--- config.mk ---
export PLATFORM = sky130hd
export DESIGN_NAME = corevx_ptw_arbiter_flat
export DESIGN_NICKNAME = d
export VERILOG_FILES = /design/src/rtl/corevx_ptw_arbiter_if.sv /design/src/rtl/corevx_ptw_arbiter.sv /design/src/flat_wrapper.sv
export SDC_FILE = /design/constraint.sdc
export NUM_CORES = 1
export LEC_CHECK = 0
export CAP_MARGIN = 15
export CORE_UTILIZATION = 40
export CTS_BUF_LIST = sky130_fd_sc_hd__clkbuf_8
export CTS_CLUSTER_DIAMETER = 80
export CTS_CLUSTER_SIZE = 24
export DETAILED_ROUTE_END_ITERATION = 16
export GPL_ROUTABILITY_DRIVEN = 0
export PLACE_DENSITY = 0.75
export SYNTH_ARGS = -nofsm -noshare
export SYNTH_HDL_FRONTEND = slang
export SYNTH_SLANG_ARGS = --single-unit
--- constraint.sdc ---
create_clock -name clk -period 3.1 [get_ports clk]
set_input_delay 0.465 -clock clk [delete_from_list [all_inputs] [get_ports clk]]
set_output_delay 0.465 -clock clk [all_outputs]
set_load 0.05 [all_outputs]
--- src/rtl/corevx_ptw_arbiter_if.sv ---
// Bundle of the two TLB miss ports and the walker handshake shared by the PTW arbiter.
// The slave modport is the arbiter; the master modport is the TLBs and walker side.
interface corevx_ptw_arbiter_if;
  logic        r0_request;
  logic [19:0] r0_virtual_address;
  logic        r0_done;
  logic        r0_pagefault;
  logic        r0_accessfault;
  logic [7:0]  r0_access_bits;
  logic [21:0] r0_physical_address;

  logic        r1_request;
  logic [19:0] r1_virtual_address;
  logic        r1_done;
  logic        r1_pagefault;
  logic        r1_accessfault;
  logic [7:0]  r1_access_bits;
  logic [21:0] r1_physical_address;

  logic        ptw_resolve_request;
  logic        ptw_resolve_ack;
  logic [19:0] ptw_virtual_address;
  logic        ptw_resolve_done;
  logic        ptw_resolve_pagefault;
  logic        ptw_resolve_accessfault;
  logic [7:0]  ptw_resolve_access_bits;
  logic [21:0] ptw_resolve_physical_address;

  modport slave (
    input  r0_request, r0_virtual_address, r1_request, r1_virtual_address,
    output r0_done, r0_pagefault, r0_accessfault, r0_access_bits, r0_physical_address,
    output r1_done, r1_pagefault, r1_accessfault, r1_access_bits, r1_physical_address,
    output ptw_resolve_request, ptw_virtual_address,
    input  ptw_resolve_ack, ptw_resolve_done, ptw_resolve_pagefault,
    input  ptw_resolve_accessfault, ptw_resolve_access_bits, ptw_resolve_physical_address
  );

  modport master (
    output r0_request, r0_virtual_address, r1_request, r1_virtual_address,
    input  r0_done, r0_pagefault, r0_accessfault, r0_access_bits, r0_physical_address,
    input  r1_done, r1_pagefault, r1_accessfault, r1_access_bits, r1_physical_address,
    input  ptw_resolve_request, ptw_virtual_address,
    output ptw_resolve_ack, ptw_resolve_done, ptw_resolve_pagefault,
    output ptw_resolve_accessfault, ptw_resolve_access_bits, ptw_resolve_physical_address
  );
endinterface

--- src/rtl/corevx_ptw_arbiter.sv ---
// Round-robin share of one page table walker between ITLB (port 0) and DTLB (port 1); 3 cycles + walker latency.
// Backpressure: the walk request holds in ISSUE until the walker acks; one walk in flight at a time.
module corevx_ptw_arbiter (
  input  logic               clk,
  input  logic               rst_n,
  corevx_ptw_arbiter_if.slave bus
);

  typedef enum logic [1:0] {
    S_IDLE    = 2'd0,
    S_ISSUE   = 2'd1,
    S_WAIT    = 2'd2,
    S_RESPOND = 2'd3
  } state_t;

  typedef struct packed {
    logic        pagefault;
    logic        accessfault;
    logic [7:0]  access_bits;
    logic [21:0] physical_address;
  } res_t;

  state_t      r_state;
  state_t      w_state_nxt;
  logic        r_grant;
  logic        r_last_grant;
  logic [19:0] r_vaddr;
  res_t        r_res0;
  res_t        r_res1;
  res_t        w_res_in;
  logic        w_any_req;
  logic        w_win;

  assign w_any_req = bus.r0_request | bus.r1_request;
  // On a tie the port that did not win last time goes first.
  assign w_win     = (bus.r0_request && bus.r1_request) ? ~r_last_grant : bus.r1_request;
  assign w_res_in  = {bus.ptw_resolve_pagefault, bus.ptw_resolve_accessfault,
                      bus.ptw_resolve_access_bits, bus.ptw_resolve_physical_address};

  always_comb begin
    w_state_nxt = r_state;
    case (r_state)
      S_IDLE:    if (w_any_req)            w_state_nxt = S_ISSUE;
      S_ISSUE:   if (bus.ptw_resolve_ack)  w_state_nxt = S_WAIT;
      S_WAIT:    if (bus.ptw_resolve_done) w_state_nxt = S_RESPOND;
      S_RESPOND:                           w_state_nxt = S_IDLE;
      default:                             w_state_nxt = S_IDLE;
    endcase
  end

  always_ff @(posedge clk) begin
    if (!rst_n) begin
      r_state      <= S_IDLE;
      r_grant      <= 1'b0;
      r_last_grant <= 1'b1;
      r_vaddr      <= '0;
      r_res0       <= '0;
      r_res1       <= '0;
    end else begin
      r_state <= w_state_nxt;
      if (r_state == S_IDLE && w_any_req) begin
        r_grant <= w_win;
        r_vaddr <= w_win ? bus.r1_virtual_address : bus.r0_virtual_address;
      end
      if (r_state == S_WAIT && bus.ptw_resolve_done) begin
        if (r_grant) r_res1 <= w_res_in;
        else         r_res0 <= w_res_in;
      end
      if (r_state == S_RESPOND) r_last_grant <= r_grant;
    end
  end

  assign bus.ptw_resolve_request = (r_state == S_ISSUE);
  assign bus.ptw_virtual_address = r_vaddr;

  assign bus.r0_done             = (r_state == S_RESPOND) && !r_grant;
  assign bus.r0_pagefault        = r_res0.pagefault;
  assign bus.r0_accessfault      = r_res0.accessfault;
  assign bus.r0_access_bits      = r_res0.access_bits;
  assign bus.r0_physical_address = r_res0.physical_address;

  assign bus.r1_done             = (r_state == S_RESPOND) && r_grant;
  assign bus.r1_pagefault        = r_res1.pagefault;
  assign bus.r1_accessfault      = r_res1.accessfault;
  assign bus.r1_access_bits      = r_res1.access_bits;
  assign bus.r1_physical_address = r_res1.physical_address;

endmodule

--- src/flat_wrapper.sv ---
// flat-port wrapper written by rule: the top's interface ports become plain ports
module corevx_ptw_arbiter_flat 
  (clk, rst_n, bus_r0_request, bus_r0_virtual_address, bus_r1_request, bus_r1_virtual_address, bus_r0_done, bus_r0_pagefault, bus_r0_accessfault, bus_r0_access_bits, bus_r0_physical_address, bus_r1_done, bus_r1_pagefault, bus_r1_accessfault, bus_r1_access_bits, bus_r1_physical_address, bus_ptw_resolve_request, bus_ptw_virtual_address, bus_ptw_resolve_ack, bus_ptw_resolve_done, bus_ptw_resolve_pagefault, bus_ptw_resolve_accessfault, bus_ptw_resolve_access_bits, bus_ptw_resolve_physical_address);
  corevx_ptw_arbiter_if bus_i ();
  input  logic clk;
  input  logic rst_n;
  input wire logic [$bits(bus_i.r0_request)-1:0] bus_r0_request;
  input wire logic [$bits(bus_i.r0_virtual_address)-1:0] bus_r0_virtual_address;
  input wire logic [$bits(bus_i.r1_request)-1:0] bus_r1_request;
  input wire logic [$bits(bus_i.r1_virtual_address)-1:0] bus_r1_virtual_address;
  output wire logic [$bits(bus_i.r0_done)-1:0] bus_r0_done;
  output wire logic [$bits(bus_i.r0_pagefault)-1:0] bus_r0_pagefault;
  output wire logic [$bits(bus_i.r0_accessfault)-1:0] bus_r0_accessfault;
  output wire logic [$bits(bus_i.r0_access_bits)-1:0] bus_r0_access_bits;
  output wire logic [$bits(bus_i.r0_physical_address)-1:0] bus_r0_physical_address;
  output wire logic [$bits(bus_i.r1_done)-1:0] bus_r1_done;
  output wire logic [$bits(bus_i.r1_pagefault)-1:0] bus_r1_pagefault;
  output wire logic [$bits(bus_i.r1_accessfault)-1:0] bus_r1_accessfault;
  output wire logic [$bits(bus_i.r1_access_bits)-1:0] bus_r1_access_bits;
  output wire logic [$bits(bus_i.r1_physical_address)-1:0] bus_r1_physical_address;
  output wire logic [$bits(bus_i.ptw_resolve_request)-1:0] bus_ptw_resolve_request;
  output wire logic [$bits(bus_i.ptw_virtual_address)-1:0] bus_ptw_virtual_address;
  input wire logic [$bits(bus_i.ptw_resolve_ack)-1:0] bus_ptw_resolve_ack;
  input wire logic [$bits(bus_i.ptw_resolve_done)-1:0] bus_ptw_resolve_done;
  input wire logic [$bits(bus_i.ptw_resolve_pagefault)-1:0] bus_ptw_resolve_pagefault;
  input wire logic [$bits(bus_i.ptw_resolve_accessfault)-1:0] bus_ptw_resolve_accessfault;
  input wire logic [$bits(bus_i.ptw_resolve_access_bits)-1:0] bus_ptw_resolve_access_bits;
  input wire logic [$bits(bus_i.ptw_resolve_physical_address)-1:0] bus_ptw_resolve_physical_address;
  assign bus_i.r0_request = bus_r0_request;
  assign bus_i.r0_virtual_address = bus_r0_virtual_address;
  assign bus_i.r1_request = bus_r1_request;
  assign bus_i.r1_virtual_address = bus_r1_virtual_address;
  assign bus_r0_done = bus_i.r0_done;
  assign bus_r0_pagefault = bus_i.r0_pagefault;
  assign bus_r0_accessfault = bus_i.r0_accessfault;
  assign bus_r0_access_bits = bus_i.r0_access_bits;
  assign bus_r0_physical_address = bus_i.r0_physical_address;
  assign bus_r1_done = bus_i.r1_done;
  assign bus_r1_pagefault = bus_i.r1_pagefault;
  assign bus_r1_accessfault = bus_i.r1_accessfault;
  assign bus_r1_access_bits = bus_i.r1_access_bits;
  assign bus_r1_physical_address = bus_i.r1_physical_address;
  assign bus_ptw_resolve_request = bus_i.ptw_resolve_request;
  assign bus_ptw_virtual_address = bus_i.ptw_virtual_address;
  assign bus_i.ptw_resolve_ack = bus_ptw_resolve_ack;
  assign bus_i.ptw_resolve_done = bus_ptw_resolve_done;
  assign bus_i.ptw_resolve_pagefault = bus_ptw_resolve_pagefault;
  assign bus_i.ptw_resolve_accessfault = bus_ptw_resolve_accessfault;
  assign bus_i.ptw_resolve_access_bits = bus_ptw_resolve_access_bits;
  assign bus_i.ptw_resolve_physical_address = bus_ptw_resolve_physical_address;
  corevx_ptw_arbiter u_core (.clk(clk), .rst_n(rst_n), .bus(bus_i));
endmodule
* Yosys cells after proc, flatten, opt, wreduce, memory -nomap -nowiden
Cells that the tools add are included.
Word-level totals: register bits 88, output and inout port bits 87, word-level logic and storage cells 37
Operators by class: eq/ne operators 6, muxes and demuxes 6, bitwise logic cells 3, reduce and logical (&&, ||, !) cells 10
Operators by type and width (count):
- $mux 20 | 1
- $pmux 2 s4 | 1
- $mux 2 | 3
- $logic_and 1x1->1 | 5
- $eq 2x2->1 const B | 2
- $ne 2x1->1 const B | 2
- $reduce_and 2->1 | 2
- $reduce_and 3->1 | 1
- $eq 2x1->1 const B | 1
- $logic_not 2->1 | 1
- $ne 2x2->1 const B | 1
- $not 1->1 | 2
- $logic_not 1->1 | 1
- $mux 1 | 1
- $or 1x1->1 | 1

* Logic depth before layout (Yosys ltp)
word-level depth 3, depth in mapped cells 7

* Worst setup path before layout
No wires, ideal clock.
path type reg2out, start point reg u_core.r_state[0], end point out bus_r0_done, arrival time 1.199 ns, required time 2.635 ns, slack 1.436 ns, cell stages (with the launch flop) 4, path buffers 0, path through dfxtp_1 -> ha_1 -> inv_1 -> nor2_1
Between the ends: longest elaborated chain between the ends 2
RTL lines:
- from (decl) | line corevx_ptw_arbiter.sv:23 | state_t r_state;
- from (signal assigned) | line corevx_ptw_arbiter.sv:60 | r_state <= w_state_nxt;
- $eq 2x2->1 | line corevx_ptw_arbiter.sv:76 | assign bus.r0_done = (r_state == S_RESPOND) && !r_grant;
- $logic_and 1x1->1 | line corevx_ptw_arbiter.sv:76
- to (decl) | line flat_wrapper.sv:11 | output wire logic [$bits(bus_i.r0_done)-1:0] bus_r0_done;
No other way between the ends.

* Worst setup path in the final report
start point reg u_core.r_state[1], end point out bus_r1_done
Between the ends: longest elaborated chain between the ends 2
RTL lines:
- $eq 2x2->1 | line corevx_ptw_arbiter.sv:82 | assign bus.r1_done = (r_state == S_RESPOND) && r_grant;
- $logic_and 1x1->1 | line corevx_ptw_arbiter.sv:82
- to (decl) | line flat_wrapper.sv:16 | output wire logic [$bits(bus_i.r1_done)-1:0] bus_r1_done;
No other way between the ends.

==> reports/results.txt <==
Synth area leader -> dfxtp_1
MaxCap Viol Count -> 0
CTS resizes -> 0
Leak Pwr -> 1.90 nW
global-route wire length before repair -> 15.3 mm
Startpoint Class -> register
Slew @ Worst Pin -> 744 ps
Required @ worst endpoint -> 2630 ps
setup TNS -> 0 ps
Chip Width -> 95.5 um
worst rel slew slack -> 50.4%
antenna diode count -> 0
drt wl/cell -> 14.2 um
Post-DP Area -> 5140 um2
pre-CTS WS -> 957 ps
nets -> 655
synthesized area -> 3500 um2
share of cells above drive strength 1 -> 4.33%
die height -> 95.5 um
status -> finished clean
final hold vios -> 0
Setup crit end kind -> output port
total power -> 3.64 mW
Synth async-reset ratio -> 0%
top cell type's share of synthesized area -> 50.3%
final setup vio count -> 0
Avg Cell Area, Syn -> 8.25 um2
area of the core -> 8340 um2
DR pass1 iterations -> 4
Max Freq -> 0.417 GHz
IO Port Bufs -> 164
FF+latch count, synth -> 88
clk sink count -> 88
initial antenna violation count -> 0
Total GRT Usage -> 21.6%
EDFF count, synth -> 0
Worst Hold Class -> register to register
crit path max fanout -> 4
clock-pin slew on the worst setup and hold paths -> 90 ps
total die area -> 9130 um2
post-route setup slack -> 704 ps
Starting DRT DRC Count -> 110
initial core utilization -> 42.0%
total CTS buffers -> 9
Hold Buf Count CTS -> 0
post-synthesis sequential area ratio -> 50.3%
Detail Route Antenna Nets -> 0
Final Cell Area -> 5340 um2
Worst EP arrival -> 1930 ps
peak supply drop -> 0.000449 V
vias per cell -> 4.97
# DRC -> 0
CTS tree -> done
vias in the first global route -> 3219
Synth area leaders -> dfxtp_1 (50%), nand2_1 (16%), a21boi_0 (12%), a21oi_1 (5.9%), o21ai_0 (3.1%)
ys flop type -> dfxtp_1
Synth cell types -> 25
Clock Skew -> 8.97 ps
min cycle time layout -> 2400 ps
Post-CTS Setup Repair Bufs -> 0
post-synth net total -> 507
final period utilization -> 77.3%
RSZ-0062 raised after global routing -> no
GR Overflow Total -> 0
HPWL after DPL -> 6.74 mm
clk buf depth -> 2
pin count of the biggest net entering global routing -> 48
root buf cell -> clkbuf_8
Routed WL -> 9.70 mm
worst skew pair latency -> 350 ps
worst setup path class -> register to output port
Gate Count Post-Synth -> 424
H-tree lvl count -> 3
num ports -> 165
num rows -> 33
PD cells -> 682 nW/um2
Ys Warns -> 0
Max Slew Vio Count -> 0
via count -> 3387
area growth from synthesis to layout -> 52.5%
Yosys cell counts, drive strengths merged, types with 2 or more instances:
master and instances:
ha 5, mux2i 2, inv 5, a21oi 41, nor2 2, clkbuf 15, buf 17, nand2 152
a21boi 65, dfxtp 88, o21ai 22
critical path, cell delays in order, from the launching register on:
cell	delay [ps]
dfxtp_1	400
ha_1	200
and2_1	150
clkdlybuf4s50_1	830
sequential cells by signal, summed over array words and instances, names as in the netlist:
signal and cells:
u_core.bus.r0_physical_address 22, u_core.bus.r1_physical_address 22, u_core.bus.ptw_virtual_address 20, u_core.bus.r0_access_bits 8, u_core.bus.r1_access_bits 8, u_core.r_state 2, u_core.bus.r0_accessfault 1, u_core.bus.r0_pagefault 1
u_core.bus.r1_accessfault 1, u_core.bus.r1_pagefault 1, u_core.r_grant 1, u_core.r_last_grant 1
layout by cell type (no fill, tap or decap):
cell type          n
bufinv_16          1
buf_12             1
a21bo_2            1
a21boi_1          11
nand3_1            1
clkinv_2           2
buf_4              4
mux2i_1            2
nor2_1             2
clkdlybuf4s50_1  163
clkbuf_8          10
clkinv_4           1
nand2_1          152
a22oi_1            1
nand3b_1           1
and2_1             1
buf_2              1
inv_1              5
o21a_1             1
a222oi_1           1
clkinvlp_4         1
inv_2              1
nor2b_1            1
dfxtp_1           88
and3b_2            1
a21boi_0          54
ha_1               5
a21oi_1           41
and3_2             1
o21ai_1            1
o21ai_0           21
worst paths after layout:
check             cells after the start  slack (ps)                                             end                                      start
hold / removal                        2         460       u_core.bus.r1_access_bits[6]$_SDFFE_PN0P_  u_core.bus.r1_access_bits[6]$_SDFFE_PN0P_
setup / recovery                      3         700                                     bus_r1_done             u_core.r_state[1]$_SDFFE_PN0P_
hold reg to reg                       2         460       u_core.bus.r1_access_bits[6]$_SDFFE_PN0P_  u_core.bus.r1_access_bits[6]$_SDFFE_PN0P_
setup reg to reg                      6        1190  u_core.bus.r0_physical_address[9]$_SDFFE_PN0P_             u_core.r_state[0]$_SDFFE_PN0P_
layout make-up:
type,count,area [um2]
Clock buffer,10,138
Clock inverter,6,60.1
Fill cell,727,3000
Inverter,5,18.8
Multi-Input combinational cell,299,1540
Sequential cell,88,1760
Tap cell,105,131
Timing Repair Buffer,169,1690
cell families after synthesis:
family,after synthesis,synth area share (%)
AO/OA/AOI/OAI,132,24.0
adder cells (fa/ha/maj),5,1.79
buffers and inverters,37,5.61
flip-flops,88,50.3
multiplexers,2,0.572
AND/OR/NAND/NOR,160,17.7
through the flow:
step	util (%)	instances	hold slack (ps)
after floorplan	-	424	460
after global placement	61.6	666	443
after CTS	64.0	682	464
after global routing	64.0	682	485
after detailed placement	61.6	666	452
final	64.0	682	458
power by group:
group	internal (mW)	leakage, nW	switching, mW	total [mW]
sequential	1.29	0.715	0.0920	1.38
combinational	0.510	1.08	0.958	1.47
clock	0.391	0.103	0.402	0.793
layer usage:
layer	share of wire, %	global-route usage, %	routed length, um
met2	45	34.8	4370
met1	44	27.0	4230
met4	1.1	7.09	108
met5	0	0	0
met3	10	7.66	991
Power figures use the tool's default switching activity.
